## src/rtl/seg8_pwl_pkg.sv

```systemverilog
// Shared FP16 constants, operand helpers and the 2^f chord-fit reset tables
// for the 8-segment piecewise-linear evaluator.
package seg8_pwl_pkg;

    localparam int FP16_W       = 16;
    localparam int FP16_EXP_W   = 5;
    localparam int FP16_MAN_W   = 10;
    localparam int FP16_BIAS    = 15;
    localparam int FP16_EXP_MAX = 30;
    localparam logic [FP16_W-1:0] FP16_MAXF = 16'h7BFF;
    localparam logic [FP16_W-1:0] FP16_ZERO = 16'h0000;

    localparam int SEG_N = 8;

    typedef enum logic {
        COEF_SLOPE     = 1'b0,
        COEF_INTERCEPT = 1'b1
    } coef_sel_e;

    typedef struct packed {
        logic                  zero;
        logic [FP16_EXP_W-1:0] expo;
        logic [FP16_MAN_W-1:0] man;
    } fp16_op_t;

    // Chord fit of 2^f over [k/8, (k+1)/8), each value truncated to FP16.
    localparam logic [FP16_W-1:0] PWL_EXP2_SLOPE [SEG_N] = '{
        16'h39CA, 16'h3A51, 16'h3AE3, 16'h3B83,
        16'h3C18, 16'h3C77, 16'h3CDE, 16'h3D4F
    };
    localparam logic [FP16_W-1:0] PWL_EXP2_INTERCEPT [SEG_N] = '{
        16'h3C00, 16'h3BEF, 16'h3BCA, 16'h3B8E,
        16'h3B37, 16'h3AC1, 16'h3A25, 16'h3960
    };

    // Sign is dropped, subnormals flush to zero, Inf/NaN clamp to the largest finite value.
    function automatic fp16_op_t fp16_unpack(input logic [FP16_W-1:0] x);
        fp16_op_t op;
        op.zero = 1'b0;
        op.expo = x[14:10];
        op.man  = x[9:0];
        if (x[14:10] == 5'd0) begin
            op.zero = 1'b1;
            op.expo = '0;
            op.man  = '0;
        end else if (x[14:10] == 5'd31) begin
            op.expo = 5'(FP16_EXP_MAX);
            op.man  = '1;
        end
        return op;
    endfunction

    function automatic logic [FP16_W-1:0] fp16_pack(input logic signed [7:0] e,
                                                     input logic [FP16_MAN_W-1:0] man);
        logic [FP16_W-1:0] r;
        if (e > 8'sd30) begin
            r = FP16_MAXF;
        end else if (e < 8'sd1) begin
            r = FP16_ZERO;
        end else begin
            r = {1'b0, e[4:0], man};
        end
        return r;
    endfunction

endpackage

```

## src/rtl/seg8_pwl_eval_mul.sv

```systemverilog
// Combinational positive-only FP16 multiply, truncating toward zero with
// saturation above the top exponent and flush below the bottom one.
module fp16_pos_mul
    import seg8_pwl_pkg::*;
(
    input  logic [FP16_W-1:0] a_i,
    input  logic [FP16_W-1:0] b_i,
    output logic [FP16_W-1:0] p_o
);

    fp16_op_t               a_op;
    fp16_op_t               b_op;
    logic [21:0]            prod;
    logic signed [7:0]      e_raw;
    logic signed [7:0]      e_norm;
    logic [FP16_MAN_W-1:0]  man;
    logic                   mul_unused;

    always_comb begin
        a_op   = fp16_unpack(a_i);
        b_op   = fp16_unpack(b_i);
        prod   = 22'({1'b1, a_op.man}) * 22'({1'b1, b_op.man});
        e_raw  = $signed({3'b000, a_op.expo}) + $signed({3'b000, b_op.expo})
                 - 8'(FP16_BIAS);
        // The product of two [1,2) significands lies in [1,4); bit 21 flags the [2,4) half.
        e_norm = e_raw + $signed({7'd0, prod[21]});
        man    = prod[21] ? prod[20:11] : prod[19:10];
        p_o    = fp16_pack(e_norm, man);
        if (a_op.zero || b_op.zero) begin
            p_o = FP16_ZERO;
        end
    end

    // Low product bits fall below the truncated mantissa.
    assign mul_unused = ^prod[9:0];

endmodule

```

## src/rtl/seg8_pwl_eval.sv

```systemverilog
// 3-stage piecewise-linear evaluator: y = intercept[seg] + slope[seg]*f in
// positive-only FP16, one sample per cycle, with a runtime-writable coefficient table.
module seg8_pwl_eval
    import seg8_pwl_pkg::*;
#(
    parameter int DW = 16,
    parameter int TW = 8
) (
    input  logic          clk,
    input  logic          rstn,
    input  logic          valid_i,
    input  logic [2:0]    seg_i,
    input  logic [DW-1:0] f_i,
    input  logic [TW-1:0] tag_i,
    input  logic          cfg_we,
    input  logic [3:0]    cfg_addr,
    input  logic [DW-1:0] cfg_wdata,
    output logic [DW-1:0] y_o,
    output logic [TW-1:0] tag_o,
    output logic          valid_o
);

    localparam int COEF_N = 2 * SEG_N;

    // Entries 0..7 are slopes, 8..15 intercepts, matching the cfg_addr layout.
    logic [COEF_N-1:0][DW-1:0] coef_tbl;

    for (genvar gi = 0; gi < COEF_N; gi++) begin : g_coef
        localparam logic [DW-1:0] RST_VAL = (gi < SEG_N) ? PWL_EXP2_SLOPE[gi % SEG_N]
                                                          : PWL_EXP2_INTERCEPT[gi % SEG_N];
        logic [DW-1:0] coef_q;
        logic [DW-1:0] coef_d;

        always_comb begin
            coef_d = coef_q;
            if (cfg_we && (cfg_addr == 4'(gi))) begin
                coef_d = cfg_wdata;
            end
        end

        always_ff @(posedge clk or negedge rstn) begin
            if (!rstn) begin
                coef_q <= RST_VAL;
            end else begin
                coef_q <= coef_d;
            end
        end

        assign coef_tbl[gi] = coef_q;
    end

    logic [3:0] slope_idx;
    logic [3:0] icpt_idx;

    assign slope_idx = {1'(COEF_SLOPE), seg_i};
    assign icpt_idx  = {1'(COEF_INTERCEPT), seg_i};

    // S1: operand capture and registered table lookup (a same-edge write is not yet visible).
    logic          v1_q;
    logic [DW-1:0] f1_q;
    logic [DW-1:0] slope1_q;
    logic [DW-1:0] icpt1_q;
    logic [TW-1:0] tag1_q;

    always_ff @(posedge clk or negedge rstn) begin
        if (!rstn) begin
            v1_q     <= 1'b0;
            f1_q     <= '0;
            slope1_q <= '0;
            icpt1_q  <= '0;
            tag1_q   <= '0;
        end else begin
            v1_q <= valid_i;
            if (valid_i) begin
                f1_q     <= f_i;
                slope1_q <= coef_tbl[slope_idx];
                icpt1_q  <= coef_tbl[icpt_idx];
                tag1_q   <= tag_i;
            end
        end
    end

    // S2: product.
    logic          v2_q;
    logic [DW-1:0] p2_d;
    logic [DW-1:0] p2_q;
    logic [DW-1:0] icpt2_q;
    logic [TW-1:0] tag2_q;

    fp16_pos_mul u_mul (
        .a_i (slope1_q),
        .b_i (f1_q),
        .p_o (p2_d)
    );

    always_ff @(posedge clk or negedge rstn) begin
        if (!rstn) begin
            v2_q    <= 1'b0;
            p2_q    <= '0;
            icpt2_q <= '0;
            tag2_q  <= '0;
        end else begin
            v2_q <= v1_q;
            if (v1_q) begin
                p2_q    <= p2_d;
                icpt2_q <= icpt1_q;
                tag2_q  <= tag1_q;
            end
        end
    end

    // S3: positive-only add; both operands are non-negative so no left normalisation is needed.
    fp16_op_t              p_op;
    fp16_op_t              c_op;
    fp16_op_t              big_op;
    fp16_op_t              small_op;
    logic [4:0]            shamt;
    logic [10:0]           small_sig;
    logic [11:0]           sum;
    logic signed [7:0]     e_sum;
    logic [FP16_MAN_W-1:0] man_sum;
    logic [DW-1:0]         y3_d;

    always_comb begin
        p_op = fp16_unpack(p2_q);
        c_op = fp16_unpack(icpt2_q);
        if (p_op.expo >= c_op.expo) begin
            big_op   = p_op;
            small_op = c_op;
        end else begin
            big_op   = c_op;
            small_op = p_op;
        end
        shamt     = big_op.expo - small_op.expo;
        small_sig = {1'b1, small_op.man} >> shamt;
        if (small_op.zero || (shamt >= 5'd12)) begin
            small_sig = '0;
        end
        sum     = {1'b0, 1'b1, big_op.man} + {1'b0, small_sig};
        e_sum   = $signed({3'b000, big_op.expo}) + $signed({7'd0, sum[11]});
        man_sum = sum[11] ? sum[10:1] : sum[9:0];
        y3_d    = fp16_pack(e_sum, man_sum);
        // A zero big operand implies both are zero.
        if (big_op.zero) begin
            y3_d = FP16_ZERO;
        end
    end

    logic          valid_q;
    logic [DW-1:0] y_q;
    logic [TW-1:0] tag_q;

    always_ff @(posedge clk or negedge rstn) begin
        if (!rstn) begin
            valid_q <= 1'b0;
            y_q     <= '0;
            tag_q   <= '0;
        end else begin
            valid_q <= v2_q;
            if (v2_q) begin
                y_q   <= y3_d;
                tag_q <= tag2_q;
            end
        end
    end

    assign y_o     = y_q;
    assign tag_o   = tag_q;
    assign valid_o = valid_q;

endmodule

```

## config.mk

```make
export PLATFORM = sky130hd
export DESIGN_NAME = seg8_pwl_eval
export DESIGN_NICKNAME = d
export VERILOG_FILES = /design/src/rtl/seg8_pwl_pkg.sv /design/src/rtl/seg8_pwl_eval_mul.sv /design/src/rtl/seg8_pwl_eval.sv
export SDC_FILE = /design/constraint.sdc
export NUM_CORES = 1
export LEC_CHECK = 0
export CAP_MARGIN = 25
export CELL_PAD_IN_SITES_DETAIL_PLACEMENT = 1
export CELL_PAD_IN_SITES_GLOBAL_PLACEMENT = 2
export CORE_ASPECT_RATIO = 1.4
export CORE_UTILIZATION = 39
export CTS_BUF_LIST = sky130_fd_sc_hd__clkbuf_16
export CTS_CLUSTER_DIAMETER = 30
export DETAILED_ROUTE_END_ITERATION = 6
export PLACE_DENSITY = 0.89
export SLEW_MARGIN = 25
export SYNTH_ARGS = -nofsm -noshare
export SYNTH_HDL_FRONTEND = slang
export SYNTH_SLANG_ARGS = --single-unit
```

## constraint.sdc

```tcl
create_clock -name clk -period 8.05 [get_ports clk]
set_input_delay 2.415 -clock clk [delete_from_list [all_inputs] [get_ports clk]]
set_output_delay 2.415 -clock clk [all_outputs]
set_load 0.005 [all_outputs]
```

==> qor.yml <==
synthFlopType: "dfrtp_1"
synth_cell_types: 77
nets: 2167
worstMarginPinSlew_ns: 1.06
post-dp-hpwl_um: 39600
cts_made_buffers: 70
place_congestion: 0.862
root_buffer: "clkbuf_16"
rsz0062_at_grt: "yes"
fin_skew_ns: 0.0407
slew_violations: 0
first_pass_iters: 4
synthesis.area_um2: 21500
relSlewSlack_pct: 29.4
endpoint: "p2_q[11]"
worstSetupStartpointType: "register"
slowest_stage: "or4_4"
area_growth_pct: 21.5
synth_top_family_by_area: "multiplexers"
htreeDepth: 3
post_drt_wl_per_cell_um: 22.1
num_io_pins: 76
fin_cells: 2730
critPathLaunch: "slope1_q[11]"
die_area_um2: 56200
synth_edf_count: 0
grt_start_max_net_pins: 187
syn_nets: 2021
num_vias: 14800
grt_pass1_wl_um: 97000
min_path_type: "register to register"
cp.depth: 32
synth.area.mux_share_pct: 25.2
holdBufCountCts: 0
grt_pass1_vias: 17200
synth_area_leaders: "dfrtp_1 (26%), dfstp_2 (16%), mux2_2 (16%)"
numPortBuffers: 72
synthAdderAreaFrac_pct: 12.2
clock_latency_ns: 0.60
fp-row-count: 101
die_x_um: 201
fmax_mhz: 129
overflow: 0
crit_fanout: 7
viasPerCell: 5.43
core-area_um2: 54300
synth_top_cell_by_area: "dfrtp_1"
syn_area_per_cell_um2: 11.9
dpl_cell_area_um2: 23500
ys_seq_area_share_pct: 42.3
setup_tns_ns: 0
r2r_slack_ns: 0.27
setup_violations: 0
hold_viol: 0
die_h_um: 280
yosys_warnings: 0
clkSinkCount: 357
period_share_pct: 96.6
start_util_pct: 39.6
status: "finished, final reports clean"
clockBufferDepth: 3
cts.clk_slew.worst_paths_ns: 0.05
synth_top_area_share_pct: 26.2
antenna_found_initial: 0
reg2reg_to: "p2_q[11]"
postLayoutCellArea_um2: 26200
post-synth-top-count-cell: "mux2_2"
grt_usage_pct: 22.1
synthArstFlopShare_pct: 100
crit_top_cell: "fa_1"
place_inst: 2596
wl_um: 60400
maxCapViolations: 0
path_delay_family: "adder cells"
layout-drive-gt1-share_pct: 38.7
synthXorXnorAreaFrac_pct: 0.976
max_stage_delay_ns: 0.55
ant_nets: 0
antenna-diode-count: 0
reg2reg_depth: 32
synthCells: 1809
cp_num_buf_inv: 8
drt_iter0_drc: 587
crit_type: "register to register"
worst_ep_required_time_ns: 8.54
drc: 0
crit_arrival_ns: 8.26
ys_top_cells_by_count: "mux2_2 (301), dfrtp_1 (225), inv_1 (160), dfstp_2 (132), nor2_1 (111)"
r2r_start: "slope1_q[11]"
synth_compound_area_share_pct: 7.68
synth-seq-cells: 357
final.min_clock_period_ns: 7.78
critPathCaptureType: "register"
cts_tree: "done"
synth-simple-area-share_pct: 6.90
## worst register-to-register path, delay by kind of cell, from the launching register on
kind,cells,cell delay (ns)
adders and majority gates,8,3.11
and+or+nand+nor,6,1.72
buffers and inverters,8,0.74
DFF,1,0.39
AOI/OAI and AO/OA,10,1.73
## layout by cell type, fill, tap and decap left out, drive strengths merged, types with 17 or more instances in the layout
master         count
buf              112
nand3             17
fa                81
xnor2             20
mux4              61
clkinv            29
dfrtp            225
o21ai             53
clkbuf            72
mux2             302
ha                80
o21a              22
dfstp            132
clkdlybuf4s50     67
mux2i             65
nand2            108
a21oi             77
inv              171
nor2             112
## state kept, by name, indices dropped and copies added (netlist names)
register	count
g_coef.coef_q	240
valid_o	1
icpt2_q	15
icpt1_q	15
tag2_q	8
v1_q	1
slope1_q	15
v2_q	1
p2_q	15
tag_o	8
f1_q	15
tag1_q	8
y_o	15
## through the flow
step	hold slack, ns	setup WS (ns)	util, %
floorplan	0.352	0.0158	-
global placement	0.469	-0.117	43.3
detailed placement	0.471	-0.229	43.3
CTS	0.483	0.0794	47.8
global route	0.508	-0.0433	48.1
finish	0.481	0.275	48.1
## metal layers
layer | routed length, um | global-route usage, %
met5 | 0 | 0
met4 | 1570 | 8.30
met3 | 1660 | 3.08
met2 | 33600 | 42.3
met1 | 23600 | 24.7
## kinds of logic after synthesis
logic type	Yosys count
AOI/OAI and AO/OA	243
xor gates and xnor gates	24
adders and majority gates	161
buffers and inverters	271
DFF	357
muxes	428
other	1
and+or+nand+nor	324
## cell type report
type / count / area [um2]
multi-input cells: 1182 / 11500
clock buffers: 72 / 1800
flip-flops and latches: 357 / 9100
repair buffers: 179 / 1550
well taps: 721 / 902
clock inverters: 54 / 624
inverters: 165 / 622
fillers: 5707 / 28200
## timing repair
action | in CTS | in global routing
pin swaps | 1 | 7
setup endpoints to repair | 15 | 27
cloned | 0 | 1
setup buffers | 0 | 5
gates resized for setup | 10 | 32
## worst min path at each step
stage / startpoint / to / slack [ns] / cells after the start
final: icpt1_q[13] / icpt2_q[13] / 0.48 / 2
after global routing: g_coef[14].coef_q[14] / g_coef[14].coef_q[14] / 0.51 / 1
after CTS: icpt1_q[13] / icpt2_q[13] / 0.48 / 2
after detailed placement: icpt1_q[14] / icpt2_q[14] / 0.47 / 2
after global placement: icpt1_q[11] / icpt2_q[11] / 0.47 / 2
after floorplan: v1_q / v2_q / 0.35 / 0
Power is left out: the tool's default activity adds up to more than one toggle a clock period on the data nets, which glitch-free logic cannot reach.
